`config.mk`:
```
export PLATFORM = sky130hd
export DESIGN_NAME = mult_arbiter_flat
export DESIGN_NICKNAME = d
export VERILOG_FILES = /design/src/rtl/mult_arbiter_pkg.sv /design/src/rtl/mult_arbiter_if.sv /design/src/rtl/mult_arbiter_rr_arbiter.sv /design/src/rtl/mult_arbiter.sv /design/src/flat_wrapper.sv
export SDC_FILE = /design/constraint.sdc
export NUM_CORES = 1
export LEC_CHECK = 0
export CORE_MARGIN = 10
export CORE_UTILIZATION = 39
export CTS_CLUSTER_DIAMETER = 200
export CTS_CLUSTER_SIZE = 10
export DETAILED_ROUTE_END_ITERATION = 6
export HOLD_SLACK_MARGIN = 0.06
export PLACE_DENSITY_LB_ADDON = 0.12
export SYNTH_ARGS = -nofsm -noshare
export SYNTH_HDL_FRONTEND = slang
export SYNTH_SLANG_ARGS = --single-unit
```
`constraint.sdc`:
```
create_clock -name clk -period 3.25 [get_ports clk]
set_clock_uncertainty 0.05 [all_clocks]
set_input_delay 0.65 -clock clk [delete_from_list [all_inputs] [get_ports clk]]
set_output_delay 0.65 -clock clk [all_outputs]
set_load 0.005 [all_outputs]
```
`src/rtl/mult_arbiter_pkg.sv`:
```
`default_nettype none
// ----------------------------------------------------------------------------
// mult_arb_pkg : FSM state type, operand/result widths, parity helper
// Rev 1.0
// ----------------------------------------------------------------------------
package mult_arb_pkg;

  localparam int DATA_W = 16;
  localparam int RES_W  = 32;

  typedef enum logic [1:0] {
    IDLE     = 2'd0,
    ISSUE    = 2'd1,
    WAIT_RES = 2'd2,
    RESP     = 2'd3
  } state_e;

  // Even-parity bit: set when the word holds an odd number of ones.
  function automatic logic even_parity(input logic [31:0] v);
    return ^v;
  endfunction

endpackage
`default_nettype wire

```
`src/rtl/mult_arbiter_if.sv`:
```
`default_nettype none
// ----------------------------------------------------------------------------
// mult_arbiter_if : client-side and multiplier-side signals of mult_arbiter
// Rev 1.0
// ----------------------------------------------------------------------------
interface mult_arbiter_if
  import mult_arb_pkg::*;
#(
  parameter int N = 4
);

  logic [N-1:0]        cli_req;
  logic [N*DATA_W-1:0] cli_arg_a;
  logic [N*DATA_W-1:0] cli_arg_b;
  logic [N-1:0]        cli_ack;
  logic [N-1:0]        cli_done;
  logic [RES_W-1:0]    cli_result;
  logic                cli_arg_par_err;
  logic                cli_res_par_err;
  logic                cli_timeout;

  logic                mul_req;
  logic [DATA_W-1:0]   mul_arg_a;
  logic                mul_arg_a_parity;
  logic [DATA_W-1:0]   mul_arg_b;
  logic                mul_arg_b_parity;
  logic                mul_ack;
  logic [RES_W-1:0]    mul_result;
  logic                mul_result_parity;
  logic                mul_result_rdy;
  logic                mul_arg_parity_error;

  // master: clients plus multiplier; slave: the arbiter between them
  modport master (
    output cli_req, cli_arg_a, cli_arg_b,
    input  cli_ack, cli_done, cli_result, cli_arg_par_err, cli_res_par_err, cli_timeout,
    input  mul_req, mul_arg_a, mul_arg_a_parity, mul_arg_b, mul_arg_b_parity,
    output mul_ack, mul_result, mul_result_parity, mul_result_rdy, mul_arg_parity_error
  );

  modport slave (
    input  cli_req, cli_arg_a, cli_arg_b,
    output cli_ack, cli_done, cli_result, cli_arg_par_err, cli_res_par_err, cli_timeout,
    output mul_req, mul_arg_a, mul_arg_a_parity, mul_arg_b, mul_arg_b_parity,
    input  mul_ack, mul_result, mul_result_parity, mul_result_rdy, mul_arg_parity_error
  );

endinterface
`default_nettype wire

```
`src/rtl/mult_arbiter_rr_arbiter.sv`:
```
`default_nettype none
// ----------------------------------------------------------------------------
// rr_arbiter : combinational round-robin pick, scanning from last_grant+1 mod N
// Rev 1.0
// ----------------------------------------------------------------------------
module rr_arbiter
  import mult_arb_pkg::*;
#(
  parameter int N  = 4,
  parameter int IW = 2
) (
  input  wire logic [N-1:0]  req_i,
  input  wire logic [IW-1:0] last_grant_i,
  output logic      [N-1:0]  grant_o,
  output logic      [IW-1:0] grant_idx_o,
  output logic               valid_o
);

  always_comb begin : p_rr
    logic [IW:0]   sum;
    logic [IW-1:0] idx;
    sum         = '0;
    idx         = '0;
    grant_o     = '0;
    grant_idx_o = '0;
    valid_o     = 1'b0;
    // offset N wraps back to last_grant itself, so it has lowest priority
    for (int off = 1; off <= N; off++) begin
      sum = {1'b0, last_grant_i} + (IW+1)'(off);
      if (sum >= (IW+1)'(N)) begin
        sum = sum - (IW+1)'(N);
      end
      idx = sum[IW-1:0];
      if (!valid_o && req_i[idx]) begin
        valid_o      = 1'b1;
        grant_o[idx] = 1'b1;
        grant_idx_o  = idx;
      end
    end
  end

endmodule
`default_nettype wire

```
`src/rtl/mult_arbiter.sv`:
```
`default_nettype none
// ----------------------------------------------------------------------------
// mult_arbiter : shares one 16x16 signed multiplier among N round-robin clients
// Optional watchdog: define MULT_ARB_TIMEOUT_EN.                      Rev 1.0
// ----------------------------------------------------------------------------
module mult_arbiter
  import mult_arb_pkg::*;
#(
  parameter int N              = 4,
  parameter int DATA_W         = 16,
  parameter int TIMEOUT_CYCLES = 64
) (
  input  wire logic      clk,
  input  wire logic      rst,
  mult_arbiter_if.slave  bus
);

  localparam int IW = (N > 1) ? $clog2(N) : 1;

  if (N < 2 || N > 8 || DATA_W != 16 || TIMEOUT_CYCLES < 1) begin : g_param_chk
    $error("mult_arbiter: unsupported parameter set");
  end

  state_e              state_q, state_d;
  logic [IW-1:0]       gnt_q, last_grant_q, arb_idx;
  logic [N-1:0]        arb_grant, ack_d, done_q, gnt_oh;
  logic                arb_valid;
  logic [DATA_W-1:0]   a_q, b_q, sel_a, sel_b;
  logic                pa_q, pb_q, mul_req_q;
  logic [RES_W-1:0]    result_q;
  logic                arg_err_q, res_err_q;
  logic                take_res, to_fire, to_hit;

  rr_arbiter #(.N(N), .IW(IW)) u_rr (
    .req_i        (bus.cli_req),
    .last_grant_i (last_grant_q),
    .grant_o      (arb_grant),
    .grant_idx_o  (arb_idx),
    .valid_o      (arb_valid)
  );

  assign sel_a  = bus.cli_arg_a[DATA_W*arb_idx +: DATA_W];
  assign sel_b  = bus.cli_arg_b[DATA_W*arb_idx +: DATA_W];
  assign gnt_oh = N'(1) << gnt_q;

  always_comb begin
    state_d  = state_q;
    ack_d    = '0;
    take_res = 1'b0;
    to_fire  = 1'b0;
    case (state_q)
      IDLE: begin
        if (arb_valid) begin
          ack_d   = arb_grant;
          state_d = ISSUE;
        end
      end
      ISSUE: begin
        if (bus.mul_ack) begin
          if (bus.mul_result_rdy) begin
            take_res = 1'b1;
            state_d  = RESP;
          end else begin
            state_d  = WAIT_RES;
          end
        end else if (to_hit) begin
          to_fire = 1'b1;
          state_d = RESP;
        end
      end
      WAIT_RES: begin
        if (bus.mul_result_rdy) begin
          take_res = 1'b1;
          state_d  = RESP;
        end else if (to_hit) begin
          to_fire = 1'b1;
          state_d = RESP;
        end
      end
      RESP:    state_d = IDLE;
      default: state_d = IDLE;
    endcase
  end

  always_ff @(posedge clk) begin
    if (rst) begin
      state_q      <= IDLE;
      gnt_q        <= '0;
      last_grant_q <= IW'(N-1);
      mul_req_q    <= 1'b0;
      a_q          <= '0;
      b_q          <= '0;
      pa_q         <= 1'b0;
      pb_q         <= 1'b0;
      result_q     <= '0;
      arg_err_q    <= 1'b0;
      res_err_q    <= 1'b0;
      done_q       <= '0;
    end else begin
      state_q <= state_d;
      done_q  <= '0;
      if (state_q == IDLE && arb_valid) begin
        gnt_q     <= arb_idx;
        a_q       <= sel_a;
        b_q       <= sel_b;
        pa_q      <= even_parity(RES_W'(sel_a));
        pb_q      <= even_parity(RES_W'(sel_b));
        mul_req_q <= 1'b1;
      end
      if (state_q == ISSUE && bus.mul_ack) begin
        mul_req_q <= 1'b0;
      end
      if (take_res) begin
        result_q  <= bus.mul_result;
        res_err_q <= (bus.mul_result_parity != even_parity(bus.mul_result));
        arg_err_q <= bus.mul_arg_parity_error;
        done_q    <= gnt_oh;
      end
      if (to_fire) begin
        mul_req_q <= 1'b0;
        result_q  <= '0;
        res_err_q <= 1'b0;
        arg_err_q <= 1'b0;
        done_q    <= gnt_oh;
      end
      // Response is valid for the RESP cycle only
      if (state_q == RESP) begin
        result_q     <= '0;
        arg_err_q    <= 1'b0;
        res_err_q    <= 1'b0;
        last_grant_q <= gnt_q;
      end
    end
  end

`ifdef MULT_ARB_TIMEOUT_EN
  localparam int TO_W = $clog2(TIMEOUT_CYCLES + 1) + 1;

  logic [TO_W-1:0] to_cnt_q;
  logic            to_q;

  assign to_hit = (to_cnt_q >= TO_W'(TIMEOUT_CYCLES - 1));

  always_ff @(posedge clk) begin
    if (rst) begin
      to_cnt_q <= '0;
      to_q     <= 1'b0;
    end else begin
      if (state_q == IDLE) begin
        to_cnt_q <= '0;
      end else if (state_q == ISSUE || state_q == WAIT_RES) begin
        to_cnt_q <= to_cnt_q + 1'b1;
      end
      if (to_fire) begin
        to_q <= 1'b1;
      end else if (state_q == RESP) begin
        to_q <= 1'b0;
      end
    end
  end

  assign bus.cli_timeout = to_q;
`else
  assign to_hit          = 1'b0;
  assign bus.cli_timeout = 1'b0;
`endif

  assign bus.cli_ack          = rst ? '0 : ack_d;
  assign bus.cli_done         = done_q;
  assign bus.cli_result       = result_q;
  assign bus.cli_arg_par_err  = arg_err_q;
  assign bus.cli_res_par_err  = res_err_q;
  assign bus.mul_req          = mul_req_q;
  assign bus.mul_arg_a        = a_q;
  assign bus.mul_arg_a_parity = pa_q;
  assign bus.mul_arg_b        = b_q;
  assign bus.mul_arg_b_parity = pb_q;

endmodule
`default_nettype wire

```
`src/flat_wrapper.sv`:
```
// flat-port wrapper written by rule: the top's interface ports become plain ports
module mult_arbiter_flat import mult_arb_pkg::*;
#(
  parameter int N              = 4,
  parameter int DATA_W         = 16,
  parameter int TIMEOUT_CYCLES = 64
)
  (clk, rst, bus_cli_req, bus_cli_arg_a, bus_cli_arg_b, bus_cli_ack, bus_cli_done, bus_cli_result, bus_cli_arg_par_err, bus_cli_res_par_err, bus_cli_timeout, bus_mul_req, bus_mul_arg_a, bus_mul_arg_a_parity, bus_mul_arg_b, bus_mul_arg_b_parity, bus_mul_ack, bus_mul_result, bus_mul_result_parity, bus_mul_result_rdy, bus_mul_arg_parity_error);
  mult_arbiter_if #(.N(N)) bus_i ();
  input  wire logic clk;
  input  wire logic rst;
  input wire logic [$bits(bus_i.cli_req)-1:0] bus_cli_req;
  input wire logic [$bits(bus_i.cli_arg_a)-1:0] bus_cli_arg_a;
  input wire logic [$bits(bus_i.cli_arg_b)-1:0] bus_cli_arg_b;
  output wire logic [$bits(bus_i.cli_ack)-1:0] bus_cli_ack;
  output wire logic [$bits(bus_i.cli_done)-1:0] bus_cli_done;
  output wire logic [$bits(bus_i.cli_result)-1:0] bus_cli_result;
  output wire logic [$bits(bus_i.cli_arg_par_err)-1:0] bus_cli_arg_par_err;
  output wire logic [$bits(bus_i.cli_res_par_err)-1:0] bus_cli_res_par_err;
  output wire logic [$bits(bus_i.cli_timeout)-1:0] bus_cli_timeout;
  output wire logic [$bits(bus_i.mul_req)-1:0] bus_mul_req;
  output wire logic [$bits(bus_i.mul_arg_a)-1:0] bus_mul_arg_a;
  output wire logic [$bits(bus_i.mul_arg_a_parity)-1:0] bus_mul_arg_a_parity;
  output wire logic [$bits(bus_i.mul_arg_b)-1:0] bus_mul_arg_b;
  output wire logic [$bits(bus_i.mul_arg_b_parity)-1:0] bus_mul_arg_b_parity;
  input wire logic [$bits(bus_i.mul_ack)-1:0] bus_mul_ack;
  input wire logic [$bits(bus_i.mul_result)-1:0] bus_mul_result;
  input wire logic [$bits(bus_i.mul_result_parity)-1:0] bus_mul_result_parity;
  input wire logic [$bits(bus_i.mul_result_rdy)-1:0] bus_mul_result_rdy;
  input wire logic [$bits(bus_i.mul_arg_parity_error)-1:0] bus_mul_arg_parity_error;
  assign bus_i.cli_req = bus_cli_req;
  assign bus_i.cli_arg_a = bus_cli_arg_a;
  assign bus_i.cli_arg_b = bus_cli_arg_b;
  assign bus_cli_ack = bus_i.cli_ack;
  assign bus_cli_done = bus_i.cli_done;
  assign bus_cli_result = bus_i.cli_result;
  assign bus_cli_arg_par_err = bus_i.cli_arg_par_err;
  assign bus_cli_res_par_err = bus_i.cli_res_par_err;
  assign bus_cli_timeout = bus_i.cli_timeout;
  assign bus_mul_req = bus_i.mul_req;
  assign bus_mul_arg_a = bus_i.mul_arg_a;
  assign bus_mul_arg_a_parity = bus_i.mul_arg_a_parity;
  assign bus_mul_arg_b = bus_i.mul_arg_b;
  assign bus_mul_arg_b_parity = bus_i.mul_arg_b_parity;
  assign bus_i.mul_ack = bus_mul_ack;
  assign bus_i.mul_result = bus_mul_result;
  assign bus_i.mul_result_parity = bus_mul_result_parity;
  assign bus_i.mul_result_rdy = bus_mul_result_rdy;
  assign bus_i.mul_arg_parity_error = bus_mul_arg_parity_error;
  mult_arbiter #(.N(N), .DATA_W(DATA_W), .TIMEOUT_CYCLES(TIMEOUT_CYCLES)) u_core (.clk(clk), .rst(rst), .bus(bus_i));
endmodule
```
; ---- Word-level counts from Yosys, hierarchy flattened
; Cells that the tools add are included.
[totals]
word_cells = 109
n_memories = 0
out_inout_bits = 78
ramBits = 0
latch_bits = 0
reg_bits = 79
in_bits = 170
rom_bits = 0
[classes]
reduce_logical = 20
bitwise_logic = 4
shifts = 3
order_cmp = 12
addsub = 8
div = 0
n_mux = 43
eq_ne = 7
mul = 0
[ops]
columns = cell, count
row1 = $shiftx A64 B7 Y16, 2
row2 = $reduce_xor A32 Y1, 3
row3 = $mux W4, 7
row4 = $mux W2, 11
row5 = $mux W1, 15
row6 = $ge A3 B3 Y1 const B, 4
row7 = $lt A2 B3 Y1 const B, 4
row8 = $or A4 B4 Y4, 3
row9 = $logic_and A1 B1 Y1, 9
row10 = $bmux W1 S2, 4
row11 = $demux W1 S2, 4
row12 = $ge A2 B1 Y1 const B, 4
row13 = $pmux W2 S4, 1
row14 = $sub A2 B1 Y2 const B, 4
row15 = $add A2 B2 Y3 const B, 2
row16 = $reduce_or A2 Y1, 3
row17 = $eq A2 B2 Y1 const B, 2
row18 = $ne A2 B2 Y1 const B, 2
row19 = $shl A1 B2 Y4 const A, 1
row20 = $add A2 B1 Y3 const B, 1
row21 = $add A2 B3 Y3 const B, 1
row22 = $logic_not A1 Y1, 3
row23 = $reduce_and A3 Y1, 1
row24 = $eq A2 B1 Y1 const B, 1
row25 = 5 further kinds, 5

; ---- Depth between registers and ports, before layout
; Gate-level depths: netlist of run 1.
[depth]
ltp_word = 18
mapped_depth = 12
depth_no_buf = 9

; ---- By module
; A second synthesis of run 1 with hierarchy kept.
[hier_totals]
hier_cells = 520
hier_area_um2 = 4810.9
[modules_own_cells]
columns = module, seq_area_each_um2, instances, cells_each, area_each_um2
row1 = mult_arbiter, 1581.5, 1, 452, 4285.4
row2 = rr_arbiter, 0.0, 1, 68, 525.5

; ---- Least setup slack after synthesis of run 1
; Ideal clock, no wire load.
[synth_timing]
kind = register to output
start = register u_core.last_grant_q[1]
end = output bus_cli_ack[0]
path_stages_with_launch = 12
required_ns = 2.550
arrival_time_ns = 2.718
n_path_buf = 3
path_slack_ns = -0.168
path_cell_list = dfxtp_1 -> clkbuf_1 -> inv_1 -> ha_1 -> mux4_2 -> buf_4 -> or3_4 -> a211oi_2 -> nor2b_1 -> clkbuf_1 -> nand2_1 -> nor2_1
[synth_between]
elab_chain_cells = 18
word_cells_on_any_way = 64
cone_classes = add/sub (8) / order compare (12) / mux (31) / bitwise (3) / reduce/logical (10)
[synth_lines]
columns = element, line
row1 = "start, declared", mult_arbiter.sv:25  ; logic [IW-1:0] gnt_q, last_grant_q, arb_idx;
row2 = "start signal, assigned", mult_arbiter.sv:89  ; last_grant_q <= IW'(N-1);
row3 = "start signal, assigned", mult_arbiter.sv:131  ; last_grant_q <= gnt_q;
row4 = branches (longest 15 deep; another with $add A2 B1 Y3), -
row5 = $mux W4 (*), mult_arbiter.sv:53  ; if (arb_valid) begin
row6 = $mux W4 (*), mult_arbiter.sv:51  ; case (state_q)
row7 = $mux W4 (*), mult_arbiter.sv:168  ; assign bus.cli_ack = rst ? '0 : ack_d;
row8 = "end, declared", flat_wrapper.sv:15  ; output wire logic [$bits(bus_i.cli_ack)-1:0] bus_cli_ack;
; Mark *: on every way between the ends. The select of a mux whose other input is x is not followed.

; ---- Worst setup path after layout of run 1
[layout_timing]
start = input bus_cli_req[2]
end = output bus_cli_ack[2]
[layout_between]
elab_chain_cells = 15
word_cells_on_any_way = 28
cone_classes = mux (19) / bitwise (3) / reduce/logical (6)
[layout_lines]
columns = element, line
row1 = "start, declared", flat_wrapper.sv:12  ; input wire logic [$bits(bus_i.cli_req)-1:0] bus_cli_req;
row2 = $bmux W1 S2, mult_arbiter_rr_arbiter.sv:34  ; if (!valid_o && req_i[idx]) begin
row3 = $mux W1 (implied by the code), mult_arbiter_rr_arbiter.sv:34
row4 = $mux W1, mult_arbiter_rr_arbiter.sv:34
row5 = $logic_not A1 Y1, mult_arbiter_rr_arbiter.sv:34
row6 = $logic_and A1 B1 Y1, mult_arbiter_rr_arbiter.sv:34
row7 = $mux W1, mult_arbiter_rr_arbiter.sv:34
row8 = $logic_not A1 Y1, mult_arbiter_rr_arbiter.sv:34
row9 = $logic_and A1 B1 Y1, mult_arbiter_rr_arbiter.sv:34
row10 = $mux W1, mult_arbiter_rr_arbiter.sv:34
row11 = $logic_not A1 Y1, mult_arbiter_rr_arbiter.sv:34
row12 = $logic_and A1 B1 Y1, mult_arbiter_rr_arbiter.sv:34
row13 = $mux W4 or $mux W1 (tied branches), mult_arbiter_rr_arbiter.sv:34
row14 = $mux W4 (*), mult_arbiter.sv:53
row15 = $mux W4 (*), mult_arbiter.sv:51
row16 = $mux W4 (*), mult_arbiter.sv:168
; Mark *: on every way between the ends. The rest lies on a longest branch, timed or not. The select of a mux whose other input is x is not followed.

==> metrics.yaml, run 1 <==
cp.arrival_ns: 2.48
postCtsHoldBufs: 0
slowest_delay_ns: 0.48
path_cells: "clkdlybuf4s15_2, mux4_2, or3_4, a211oi_4, nor2b_1, nand2_1, buf_4, nor2_1, buf_2"
dp_worst_setup_slack_ns: -0.555
tightest_slew_ns: 0.661
cp-end-kind: "output port"
crit_path_max_fanout: 4
place_congestion: 0.925
synth_warnings: 0
wl_um: 19100
portBuffers: 246
cts_tree: "built"
crit_slowest_cell: "mux4_2"
timing.slew.headroom_pct: 55.9
antenna_found_initial: 0
final_nets: 1051
post-route-drc-count: 0
rsz0062_at_grt: "true"
vias: 5257
htreeDepth: 3
syn_avg_cell_area_um2: 9.25
path_clk_slew_ns: 0.06
grt_max_degree: 35
ys_types: 46
cts_num_sinks: 79
cp-start-kind: "input port"
synth_edf_count: 0
ir_worst_vdd_v: 0.000428
coreArea_um2: 14000
maxCapViolCount: 0
fmax_mhz: 315
die_y_um: 140
maxSlewViolCount: 0
grt_usage_pct: 18.8
drive_above_1_share_pct: 9.62
hold_viol_final: 0
hold_path_class: "reg2reg"
syn-cell-area_um2: 5630
hpwl_um: 15900
outcome: "complete, no violations"
drt_pass1_iterations: 4
yosysSeqAreaShare_pct: 28.1
ctsRootBufferMaster: "clkbuf_16"
ys_ff_latch: 79
rows: 43
dieArea_um2: 19600
grt.overflow.total: 0
drt.antenna.violating_nets: 0
dpl-instance-area_um2: 8440
start_util_pct: 40.2
fin_crit_ns: 3.18
die_w_um: 140
async_flop_share_pct: 0
synth_fp_nets: 791
layout_setup_ws_ns: 0.0728
grt_pass1_wl_um: 29700
setup_viol: 0
cts_max_path_buffers: 2
drtIter0Drc: 131
viasPerCell: 4.99
cts_buffers: 9
grt_pass1_vias: 5610
crit_type: "in2out"
n_antenna_cell: 0
synthToLayoutAreaGrowth_pct: 56.2
clk_latency_ns: 0.34
power_per_cell_area_nw_per_um2: 623
min_period_over_period_pct: 97.8
avgRoutedWirePerCell_um: 18.2
final_cell_area_um2: 8790
synthFlopType: "dfxtp_1"
cp_data_required_time_ns: 2.55
syn_inst: 608
ios: 248
p_leak_nw: 3.46
## synth_stat cells, drive strengths merged (3+ instances only)
library cell | number | area, µm²
dfxtp | 79 | 1580
nor2 | 24 | 92.6
or3 | 3 | 28.8
buf | 15 | 121
a221oi | 4 | 35.0
a21oi | 38 | 190
ha | 13 | 163
o21ai | 3 | 15.0
nor2b | 3 | 18.8
a211oi | 3 | 27.5
xor2 | 17 | 149
a22oi | 4 | 30.0
nand2 | 79 | 313
a22o | 32 | 280
mux2i | 101 | 1010
mux4 | 3 | 67.6
xnor2 | 133 | 1160
inv | 7 | 26.3
o211ai | 5 | 51.3
mux2 | 3 | 33.8
clkbuf | 21 | 78.8
## cell families after synthesis
family	Yosys count	synth area share (%)
adder cells (fa/ha/maj)	13	2.89
buffers and inverters	43	4.02
multiplexers	107	19.8
AO/OA/AOI/OAI	99	12.7
XOR/XNOR	151	23.7
other	1	0.0666
flip-flops	79	28.1
AND/OR/NAND/NOR	115	8.69
## routing by layer
layer | share of wire [%] | vias to the layer above | global-route usage (%)
li1 | - | 2617 | -
met1 | 39 | 2443 | 19.9
met2 | 52 | 185 | 33.9
met3 | 8.6 | 12 | 7.47
met4 | 0.97 | 0 | 4.51
met5 | 0 | - | 0
## stage by stage
stage          hold WS (ns)  power [W]  std cells  utilization (%)  setup TNS, ns
4_1_cts               0.405    0.00552       1053             62.8              0
3_5_place_dp          0.397    0.00442       1032             60.3          -9.28
2_1_floorplan         0.395    0.00314        608                -              0
6_report              0.404    0.00547       1053             62.8              0
5_1_grt               0.422    0.00581       1053             62.8        -0.0340
3_3_place_gp          0.391    0.00437       1032             60.3          -5.35
## worst paths after layout
check | start | to | slack [ns] | depth (start not counted)
min | u_core.bus.cli_result[21]$_SDFFE_PP0P_ | u_core.bus.cli_result[21]$_SDFFE_PP0P_ | 0.40 | 2
min reg2reg | u_core.bus.cli_result[21]$_SDFFE_PP0P_ | u_core.bus.cli_result[21]$_SDFFE_PP0P_ | 0.40 | 2
max | bus_cli_req[2] | bus_cli_ack[2] | 0.07 | 9
max reg2reg | u_core.last_grant_q[1]$_SDFFE_PP1P_ | u_core.bus.mul_arg_b_parity$_SDFFE_PP0P_ | 0.37 | 11
## worst max-delay path, delay by kind of cell
family | cells | cell delay [ns]
AOI/OAI and AO/OA | 1 | 0.21
muxes | 1 | 0.48
and+or+nand+nor | 4 | 0.68
buffers and inverters | 3 | 0.46
## cells in the final DEF (no fill, tap or decap), types with 3 or more instances in the layout
master / count
buf_4: 33
buf_12: 5
clkbuf_16: 9
nor2_1: 21
o211ai_1: 4
buf_2: 5
xor2_1: 17
dfxtp_1: 78
a22o_1: 32
mux2i_1: 101
a22oi_1: 4
ha_1: 12
clkdlybuf4s50_1: 238
mux4_2: 3
a21oi_1: 38
inv_1: 5
nand2_1: 78
xnor2_1: 133
a221oi_1: 4
## flip-flops by register name, indices dropped and copies added (netlist names)
register	cells
u_core.bus.mul_req	1
u_core.bus.mul_arg_a	16
u_core.last_grant_q	2
u_core.bus.cli_res_par_err	1
u_core.bus.cli_result	32
u_core.bus.cli_arg_par_err	1
u_core.state_q	2
u_core.bus.mul_arg_b	16
u_core.gnt_q	2
u_core.bus.mul_arg_b_parity	1
u_core.bus.cli_done	4
u_core.bus.mul_arg_a_parity	1
## cell type report
cell class                      instances  area (µm²)
Fill cell                            1199        5200
Multi-Input combinational cell        486        3850
Timing Repair Buffer                  285        2790
Sequential cell                        79        1580
Clock buffer                           10         239
Tap cell                              180         225
Clock inverter                          6        67.6
Inverter                                7        26.3
## power breakdown
group,switching (W),internal (W),total [W]
sequential,0.000165,0.00123,0.00140
combinational,0.00135,0.00168,0.00303
clock,0.000422,0.000618,0.00104
total,0.00194,0.00353,0.00547
## timing repair
item / CTS / global route
gates resized for setup: 33 / 6
setup buffers: 5 / 0
setup endpoints to repair: 4 / 4
pin swaps: 4 / 4
Note: power is estimated with default switching activity, not from simulation.
==> run 2, diff against run 1 <==
--- a/config.mk
+++ b/config.mk
@@ -7,7 +7,6 @@
 export LEC_CHECK = 0
 export CORE_MARGIN = 10
 export CORE_UTILIZATION = 39
-export CTS_CLUSTER_DIAMETER = 200
 export CTS_CLUSTER_SIZE = 10
 export DETAILED_ROUTE_END_ITERATION = 6
 export HOLD_SLACK_MARGIN = 0.06
==> results of run 2 <==
No change in the layout: final DEF, timing and power equal those of run 1.
==> run 3, diff against run 2 <==
--- a/config.mk
+++ b/config.mk
@@ -5,7 +5,6 @@
 export SDC_FILE = /design/constraint.sdc
 export NUM_CORES = 1
 export LEC_CHECK = 0
-export CORE_MARGIN = 10
 export CORE_UTILIZATION = 39
 export CTS_CLUSTER_SIZE = 10
 export DETAILED_ROUTE_END_ITERATION = 6
==> metrics.yaml, run 3 (synthesized netlist as in run 1, its figures left out) <==
crit_path_max_fanout: 5  # +1
portBuffers: 246  # unchanged
outcome: "complete, no violations"
post-route-drc-count: 0  # unchanged
vias: 5230  # -0.51%
drive_above_1_share_pct: 9.99  # +0.37 points
fin_tns_setup_ns: 0  # unchanged
setup_viol: 0  # unchanged
tightest_slew_ns: 0.662  # +0.000731 ns
synthToLayoutAreaGrowth_pct: 56.3  # about the same
place_congestion: 0.891  # -3.7%
path_clk_slew_ns: 0.06  # about the same
final_nets: 1049  # -0.19%
avgRoutedWirePerCell_um: 15.9  # -13%
cts_buffers: 9  # unchanged
dieArea_um2: 14900  # -24%
grt.overflow.total: 0  # unchanged
layout_common_cells: "clkdlybuf4s50_1, xnor2_1, mux2i_1"
wl_um: 16700  # -13%
grt_pass1_wl_um: 25700  # -14%
ir_worst_vdd_v: 0.000386  # -10%
r2r-end: "u_core.bus.mul_arg_a[10]$_SDFFE_PP0P_"
grt_pass1_vias: 5405  # -3.7%
fmax_mhz: 316  # +0.32%
drt.antenna.violating_nets: 0  # unchanged
start_util_pct: 40.2  # unchanged
maxSlewViolCount: 0  # unchanged
viasPerCell: 4.98  # -0.32%
min_period_over_period_pct: 97.4  # -0.31 points
crit_type: "in2out"
r2r_cells: 10  # -1
grt_usage_pct: 22.2  # +3.5 points
fin_crit_ns: 3.17  # -0.0101 ns
r2r-start: "u_core.last_grant_q[0]$_SDFFE_PP1P_"
final_common_cell: "clkdlybuf4s50_1"
antenna_found_initial: 0  # unchanged
hold_path_class: "reg2reg"
die_y_um: 122  # -13%
htreeDepth: 3  # unchanged
place_inst: 1027  # -0.48%
worstSetupStartpoint: "bus_cli_req[1]"
n_antenna_cell: 0  # unchanged
clk_latency_ns: 0.34  # about the same
cts_tree: "built"
coreArea_um2: 14000  # unchanged
cp-end-kind: "output port"
maxCapViolCount: 0  # unchanged
ios: 248  # unchanged
cts_max_path_buffers: 2  # unchanged
rows: 43  # unchanged
cp-start-kind: "input port"
timing.slew.headroom_pct: 55.8  # -0.17 points
cts_num_sinks: 79  # unchanged
hold_viol_final: 0  # unchanged
drtIter0Drc: 200  # +53%
ctsRootBufferMaster: "clkbuf_16"
drt_pass1_iterations: 5  # +1
r2r_setup_slack_ns: 0.34  # -0.03 ns
final_cells: 1051  # -0.19%
die_w_um: 122  # -13%
grt_max_degree: 35  # unchanged
cp.arrival_ns: 2.47  # about the same
endpoint: "bus_cli_ack[0]"
hpwl_um: 13400  # -16%
largest_reg_flops: 32  # unchanged
power_per_cell_area_nw_per_um2: 609  # -2.1%
p_leak_nw: 3.44  # -0.55%
cp_data_required_time_ns: 2.55  # about the same
utilization_pct: 62.9  # about the same
-- run 3: cell types whose count changed in the layout (fill, tap and decap cells not counted), sizes merged --
cell           before  now
clkdlybuf4s15       2    3
clkbuf             11   10
clkinvlp            2    3
inv                 8    9
bufinv              1    0
buf                44   41
-- run 3: worst min path at each step --
stage,slack (ns),depth (start not counted),startpoint,to
global route,0.43,2,u_core.bus.cli_result[27]$_SDFFE_PP0P_,u_core.bus.cli_result[27]$_SDFFE_PP0P_
finish,0.40,2,u_core.bus.cli_result[6]$_SDFFE_PP0P_,u_core.bus.cli_result[6]$_SDFFE_PP0P_
detailed placement,0.40,2,u_core.bus.cli_result[21]$_SDFFE_PP0P_,u_core.bus.cli_result[21]$_SDFFE_PP0P_
global placement,0.39,2,u_core.bus.cli_result[16]$_SDFFE_PP0P_,u_core.bus.cli_result[16]$_SDFFE_PP0P_
CTS,0.41,2,u_core.bus.cli_result[2]$_SDFFE_PP0P_,u_core.bus.cli_result[2]$_SDFFE_PP0P_
floorplan,0.39,1,u_core.gnt_q[1]$_SDFFE_PP0P_,u_core.bus.cli_done[1]$_SDFF_PP0_
-- run 3: area by class of cell --
class | count | area, µm²
clock buffers | 9 | 225
clock inverters | 7 | 56.3
fillers | 1195 | 5190
inverters | 7 | 26.3
multi-input cells | 486 | 3890
flip-flops and latches | 79 | 1580
well taps | 180 | 225
repair buffers | 283 | 2790
-- run 3: worst max-delay path: stages --
cell             delay, ns
clkdlybuf4s15_2       0.21
mux4_2                0.49
buf_4                 0.15
buf_4                 0.13
buf_4                 0.15
a22oi_2               0.19
nor2_1                0.07
a221oi_2              0.18
nor2_1                0.06
clkdlybuf4s15_1       0.20
-- run 3: report_power, final --
group / leakage [nW] / switching [W] / internal [W]
logic: 2.67 / 0.00134 / 0.00168
registers: 0.645 / 0.000160 / 0.00123
clock network: 0.130 / 0.000423 / 0.000524
-- run 3: metal layers --
layer | vias up | routed length, µm | global-route usage [%]
met2 | 175 | 8820 | 42.8
met3 | 21 | 1250 | 7.35
met4 | 0 | 263 | 5.49
met1 | 2426 | 6380 | 22.9
li1 | 2608 | - | -
met5 | - | 0 | 0
-- run 3: metrics by stage --
| stage | hold WS (ns) | instance area [µm²] | total power [W] | setup WS [ns] |
|---|---|---|---|---|
| finish | 0.403 | 8800 | 0.00536 | 0.0829 |
| global route | 0.425 | 8800 | 0.00571 | -0.00596 |
| CTS | 0.407 | 8750 | 0.00537 | -0.0319 |
| detailed placement | 0.398 | 8400 | 0.00436 | -0.577 |
| global placement | 0.391 | 8400 | 0.00431 | -0.467 |
| floorplan | 0.395 | 5640 | 0.00314 | 0.0145 |
-- run 3: repair_timing --
action / in CTS / in global routing
resized for setup: 30 / 15
setup buffers: 7 / 1
endpoints found under the setup margin: 4 / 4
hold buffers: 0 / 0
pin swaps: 3 / 3
